[src/rtl/rc_pkg.sv]
// RC arm controller shared package: FSM state encoding, channel map
// and pulse-width limits used by the controller and its timebase.
package rc_pkg;

    typedef enum logic [1:0] {
        ST_DISARMED = 2'd0,
        ST_ARMING   = 2'd1,
        ST_ARMED    = 2'd2,
        ST_FAILSAFE = 2'd3
    } rc_state_e;

    localparam int NUM_CH = 6;
    localparam int CH_THR = 2;
    localparam int CH_YAW = 3;

    localparam logic [15:0] PW_MIN  = 16'd900;
    localparam logic [15:0] THR_LO  = 16'd1000;
    localparam logic [15:0] GEST_LO = 16'd1100;
    localparam logic [15:0] GEST_HI = 16'd1900;
    localparam logic [15:0] THR_HI  = 16'd2000;
    localparam logic [15:0] PW_MAX  = 16'd2100;

    function automatic logic [15:0] thr_clamp(
        input logic [15:0] v
    );
        if (v < THR_LO)
            return THR_LO;
        else if (v > THR_HI)
            return THR_HI;
        else
            return v;
    endfunction

endpackage

[src/rtl/rc_us_timebase.sv]
// Microsecond timebase: free-running divider, one-cycle tick
// every CLK_PER_US clocks.
// Ports: clk, rst_n (sync, active-low), tick (1-cycle pulse).
module rc_us_timebase #(
    parameter int CLK_PER_US = 50
) (
    input  logic clk,
    input  logic rst_n,
    output logic tick
);

    localparam int DW =
        (CLK_PER_US > 1) ? $clog2(CLK_PER_US) : 1;
    localparam logic [DW-1:0] LAST = DW'(CLK_PER_US - 1);

    logic [DW-1:0] div_q;

    always_ff @(posedge clk) begin
        if (!rst_n)
            div_q <= '0;
        else if (div_q == LAST)
            div_q <= '0;
        else
            div_q <= div_q + DW'(1);
    end

    assign tick = (div_q == LAST);

endmodule

[src/rtl/rc_arm_controller.sv]
// RC arm/disarm controller: validates PPM frames, detects stick
// gestures held for ARM_HOLD_FRAMES frames, gates throttle output.
// Optional frame-loss failsafe enabled by macro RC_ARM_FAILSAFE_EN.
// Ports: clk, rst_n (sync, active-low), ch[0:5] pulse widths in us,
// frame_stb, state, armed, failsafe, thr_cmd, frame_ok, err_cnt.
module rc_arm_controller
    import rc_pkg::*;
#(
    parameter int CLK_PER_US       = 50,
    parameter int FRAME_TIMEOUT_US = 50000,
    parameter int ARM_HOLD_FRAMES  = 50
) (
    input  logic        clk,
    input  logic        rst_n,
    input  logic [15:0] ch [0:NUM_CH-1],
    input  logic        frame_stb,
    output logic [1:0]  state,
    output logic        armed,
    output logic        failsafe,
    output logic [15:0] thr_cmd,
    output logic        frame_ok,
    output logic [7:0]  err_cnt
);

    localparam int HW = $clog2(ARM_HOLD_FRAMES + 1);
    localparam logic [HW-1:0] HOLD_LAST =
        HW'(ARM_HOLD_FRAMES);

    rc_state_e     state_q, state_d;
    logic [HW-1:0] hold_q, hold_d, hold_inc;
    logic [15:0]   thr_q, thr_d;
    logic [7:0]    err_q, err_d;
    logic          ok_q;
    logic          all_ok, acc, timeout, us_tick;
    logic          g_arm, g_dis, thr_low;
    logic [15:0]   thr, yaw;

    rc_us_timebase #(
        .CLK_PER_US(CLK_PER_US)
    ) u_tb (
        .clk  (clk),
        .rst_n(rst_n),
        .tick (us_tick)
    );

    always_comb begin
        all_ok = 1'b1;
        for (int i = 0; i < NUM_CH; i++)
            if (ch[i] < PW_MIN || ch[i] > PW_MAX)
                all_ok = 1'b0;
    end

    assign acc     = frame_stb && all_ok;
    assign thr     = ch[CH_THR];
    assign yaw     = ch[CH_YAW];
    assign thr_low = (thr <= GEST_LO);
    assign g_arm   = thr_low && (yaw >= GEST_HI);
    assign g_dis   = thr_low && (yaw <= GEST_LO);

`ifdef RC_ARM_FAILSAFE_EN
    localparam int UW = $clog2(FRAME_TIMEOUT_US + 1);
    localparam logic [UW-1:0] US_LAST =
        UW'(FRAME_TIMEOUT_US);

    logic [UW-1:0] us_q;

    // Saturates at the timeout so FAILSAFE stays latched
    // until a frame arrives.
    always_ff @(posedge clk) begin
        if (!rst_n)
            us_q <= '0;
        else if (acc)
            us_q <= '0;
        else if (us_tick && us_q != US_LAST)
            us_q <= us_q + UW'(1);
    end

    assign timeout = (us_q == US_LAST) &&
                     (state_q != ST_FAILSAFE);
`else
    logic unused_tb;
    assign unused_tb = us_tick ^ (FRAME_TIMEOUT_US > 0);
    assign timeout   = 1'b0;
`endif

    // State, hold count and output registers
    always_ff @(posedge clk) begin
        if (!rst_n) begin
            state_q <= ST_DISARMED;
            hold_q  <= '0;
            thr_q   <= THR_LO;
            err_q   <= 8'd0;
            ok_q    <= 1'b0;
        end else begin
            state_q <= state_d;
            hold_q  <= hold_d;
            thr_q   <= thr_d;
            err_q   <= err_d;
            ok_q    <= acc;
        end
    end

    // Next state; an accepted frame outranks a timeout
    always_comb begin
        state_d  = state_q;
        hold_d   = hold_q;
        hold_inc = hold_q + HW'(1);
        if (acc) begin
            unique case (state_q)
                ST_DISARMED: begin
                    if (g_arm) begin
                        state_d = ST_ARMING;
                        hold_d  = HW'(1);
                    end
                end
                ST_ARMING: begin
                    if (!g_arm) begin
                        state_d = ST_DISARMED;
                        hold_d  = '0;
                    end else if (hold_inc == HOLD_LAST) begin
                        state_d = ST_ARMED;
                        hold_d  = '0;
                    end else begin
                        hold_d  = hold_inc;
                    end
                end
                ST_ARMED: begin
                    if (!g_dis) begin
                        hold_d  = '0;
                    end else if (hold_inc == HOLD_LAST) begin
                        state_d = ST_DISARMED;
                        hold_d  = '0;
                    end else begin
                        hold_d  = hold_inc;
                    end
                end
                ST_FAILSAFE: begin
                    if (thr_low) begin
                        state_d = ST_DISARMED;
                        hold_d  = '0;
                    end
                end
                default: begin
                    state_d = ST_DISARMED;
                    hold_d  = '0;
                end
            endcase
        end else if (timeout) begin
            state_d = ST_FAILSAFE;
            hold_d  = '0;
        end
    end

    // Throttle follows the stick only while staying ARMED
    always_comb begin
        thr_d = thr_q;
        if (state_d != ST_ARMED)
            thr_d = THR_LO;
        else if (acc && state_q == ST_ARMED)
            thr_d = thr_clamp(thr);
    end

    always_comb begin
        err_d = err_q;
        if (frame_stb && !all_ok && err_q != 8'hFF)
            err_d = err_q + 8'd1;
    end

    // Outputs decoded from registered state
    always_comb begin
        state    = state_q;
        armed    = (state_q == ST_ARMED);
`ifdef RC_ARM_FAILSAFE_EN
        failsafe = (state_q == ST_FAILSAFE);
`else
        failsafe = 1'b0;
`endif
        thr_cmd  = thr_q;
        frame_ok = ok_q;
        err_cnt  = err_q;
    end

endmodule

[config.mk]
export PLATFORM = sky130hd
export DESIGN_NAME = rc_arm_controller
export DESIGN_NICKNAME = d
export VERILOG_FILES = /design/src/rtl/rc_pkg.sv /design/src/rtl/rc_us_timebase.sv /design/src/rtl/rc_arm_controller.sv
export SDC_FILE = /design/constraint.sdc
export NUM_CORES = 1
export LEC_CHECK = 0
export BUFFER_PORTS_ARGS = -buffer_cell sky130_fd_sc_hd__buf_2
export CORE_MARGIN = 1
export CORE_UTILIZATION = 40
export DETAILED_ROUTE_END_ITERATION = 10
export PLACE_DENSITY = 0.72
export SETUP_SLACK_MARGIN = 0.3
export SKIP_LAST_GASP = 1
export SLEW_MARGIN = 30
export SYNTH_ARGS = -nofsm -noshare
export SYNTH_HDL_FRONTEND = slang
export SYNTH_SLANG_ARGS = --single-unit
[constraint.sdc]
create_clock -name clk -period 3.8 [get_ports clk]
set_input_delay 0.76 -clock clk [delete_from_list [all_inputs] [get_ports clk]]
set_output_delay 0.76 -clock clk [all_outputs]
set_load 0.02 [all_outputs]
==> impl_results.md <==
- Vias in the first global route: 2615
- Post-Route WL: 6770 um
- RSZ-0062 raised after global routing: false
- Post-synthesis cell area: 2280 um^2
- Layout cells sized above 1: 36.2%
- Async SR Flop Fraction: 0%
- Worst-path fanout max: 21
- Hold WC Path Type: flop to flop
- Period utilisation layout: 79.0%
- Post-detailed-route DRC marker count: 0
- Max Cap Violations: 0
- Most used DFF post-synth: dfxtp_1
- Setup TNS: 0 ps
- Max Slew Vio Count: 0
- Die Y: 77.6 um
- CP Data Arrival Time: 3220 ps
- TritonCTS Buffers: 5
- Leakage: 1.33 nW
- Antenna-violating nets left: 0
- CTS Hold Bufs: 0
- Register bit total from synthesis: 33
- DRT iter0 DRCs: 167
- Syn Nets: 393
- Finished Core Util: 55.6%
- Largest net degree at the start of global routing: 22
- PostCTS Resize Cnt: 0
- Port bufs: 126
- Critical path required time: 4020 ps
- Final hold vios: 0
- Placed instance area: 2940 um^2
- Via-per-instance ratio: 5.64
- # IOs: 128
- Pwr Total: 0.812 mW
- Worst slew pin tran: 624 ps
- Fmax: 333 MHz
- Fin crit period: 3000 ps
- Post-synth cell types: 57
- Die area: 6010 um^2
- Initial antenna violation count: 0
- Synth warn: 0
- Post-synth EDFFs: 0
- Finished Cell Area: 3060 um^2
- Clock root cell: clkbuf_8
- Worst setup EP type: flop
- Core Area: 5510 um^2
- WL per Instance: 13.8 um
- Drt pass-1 iters: 4
- Mean post-synth cell area: 7.85 um^2
- Slew margin rel.: 58.0%
- Clock Sinks: 33
- Die width: 77.6 um
- Sequential share of the synthesized area: 28.9%
- Post-DP HPWL: 5440 um
- Initial core utilization: 41.5%
- Setup Skew: 4.24 ps
- # fillers: 557
- Latest clock arrival within the worst-skew pair: 290 ps
- Hold WS: 428 ps
- Clk pin slew, worst setup/hold paths: 70 ps
- Final Wtd Congestion: 0.863
- Status: complete, no violations
- Max clock buf depth: 2
- Post-CTS Setup Bufs: 0
- GR Overflow Total: 0
- First-pass GRT wire length: 11600 um
- Via count: 2759
- CTS tree: yes
- Synthesis-to-finish area growth: 34.0%
- # rows: 27
- Ant diodes: 0
- Setup CP Type: primary input to flop
- Mapped Cells: 291
- H-tree levels: 2
- Total global-route track usage: 23.9%
- Nets: 518
- Cell Pwr Density: 266 nW/um^2
- CP Launch Type: primary input
- Setup violators final: 0
- Peak supply drop: 0.126 mV
==> power by group <==
group / internal (mW) / leakage (nW) / switching [mW] / total [mW]
clock network: 0.214 / 0.0585 / 0.134 / 0.348
registers: 0.347 / 0.266 / 0.00166 / 0.349
logic: 0.0557 / 1.00 / 0.0597 / 0.115
==> logic make-up after synthesis <==
group	share of synthesized area, %
simple gates	36.3
compound gates	26.9
flops	28.9
buf+inv	5.64
fa+ha+maj	1.64
mux	0.438
other cells	0.164
==> final cells by class <==
class / instances / area, um^2 / share of cell area (%)
clock buffer: 7 / 86.3 / 2.82
tap: 72 / 90.1 / 2.94
timing repair buffer: 128 / 646 / 21.1
inverter: 14 / 52.6 / 1.72
sequential: 33 / 661 / 21.6
multi-input combinational: 234 / 1490 / 48.8
clock inverter: 1 / 30.0 / 0.982
==> layout by cell type, fill, tap and decap left out, types with 2 or more instances in the layout <==
master	synthesis	final
o311ai_0	3	3
buf_4	2	2
nand3b_1	2	2
a211oi_1	3	3
and3_1	8	8
nand2b_1	2	2
buf_2	1	126
nand3_1	14	14
inv_1	14	14
o21bai_1	5	5
a31oi_1	4	4
clkbuf_8	0	6
nor4_1	5	5
nor3_1	16	16
a21oi_1	24	24
and2_1	2	2
dfxtp_1	33	33
o2111ai_1	3	3
o311a_1	2	2
o211a_1	3	3
nor2_1	20	20
and3_4	2	2
or4_4	2	2
nor3_2	2	2
and4_1	4	4
or3_1	9	9
o211ai_1	4	4
a211o_1	3	3
o31ai_1	10	10
nand2_1	28	28
o21ai_0	7	7
nor2b_1	2	2
or4_1	11	11
o32ai_1	2	2
ha_1	3	3
nand4_1	9	9
==> path summary, 6_finish.rpt <==
| check | depth (start not counted) | slack, ps | to | startpoint |
|---|---|---|---|---|
| max | 8 | 800 | thr_cmd[0] | ch[44] |
| max reg2reg | 8 | 1250 | thr_cmd[3] | hold_q[0] |
| min reg2reg | 2 | 430 | thr_cmd[11] | thr_cmd[11] |
| min | 2 | 430 | thr_cmd[11] | thr_cmd[11] |
==> flip-flops by register name (all words and copies together), names as in the netlist <==
register,flops
frame_ok,1
hold_q,6
err_cnt,8
thr_cmd,16
state,2
==> cells in the mapped netlist, types with 2 or more instances <==
master / count / share of area, %
and2_1: 2 / 0.55
inv_1: 14 / 2.3
a211o_1: 3 / 1.2
clkbuf_1: 3 / 0.49
nand3_1: 14 / 3.1
nor4_1: 5 / 1.4
nor2_1: 20 / 3.3
or4_1: 11 / 3.6
or3_1: 9 / 2.5
o311ai_0: 3 / 1.2
o211ai_1: 4 / 1.3
nand3b_1: 2 / 0.66
o31ai_1: 10 / 3.3
nor2b_1: 2 / 0.55
and4_1: 4 / 1.5
nand2_1: 28 / 4.6
ha_1: 3 / 1.6
nor3_1: 16 / 3.5
o2111ai_1: 3 / 1.2
buf_4: 2 / 0.66
o311a_1: 2 / 0.88
a31oi_1: 4 / 1.1
dfxtp_1: 33 / 29
o21bai_1: 5 / 1.6
nand2b_1: 2 / 0.55
o21ai_0: 7 / 1.5
a211oi_1: 3 / 0.99
and3_1: 8 / 2.2
a21oi_1: 24 / 5.3
nand4_1: 9 / 2.5
o211a_1: 3 / 1.3
or4_4: 2 / 0.99
nor3_2: 2 / 0.88
buf_6: 4 / 2.0
and3_4: 2 / 0.99
o32ai_1: 2 / 0.77
==> layer usage <==
layer  share of wire, %  vias up  global-route usage (%)  wire, um
li1                   -     1382                       -         -
met1                 43     1280                    28.0      2890
met2                 50       89                    42.9      3410
met3                5.7        8                    5.53       385
met4                1.2        0                    6.79        82
met5                  0        -                       0         0
==> worst max-delay path: stages <==
cell,delay (ps)
buf_2,90
nor4_1,570
nand4_1,140
nor3_1,240
and4_1,310
nand4_2,440
or3_1,520
a21oi_1,150
==> through the flow <==
stage          std cells  setup WS (ps)
5_1_grt              489            461
3_3_place_gp         481            605
6_report             489            797
4_1_cts              489            817
2_1_floorplan        291           1040
3_5_place_dp         481            522
Power figures use the tool's default switching activity.
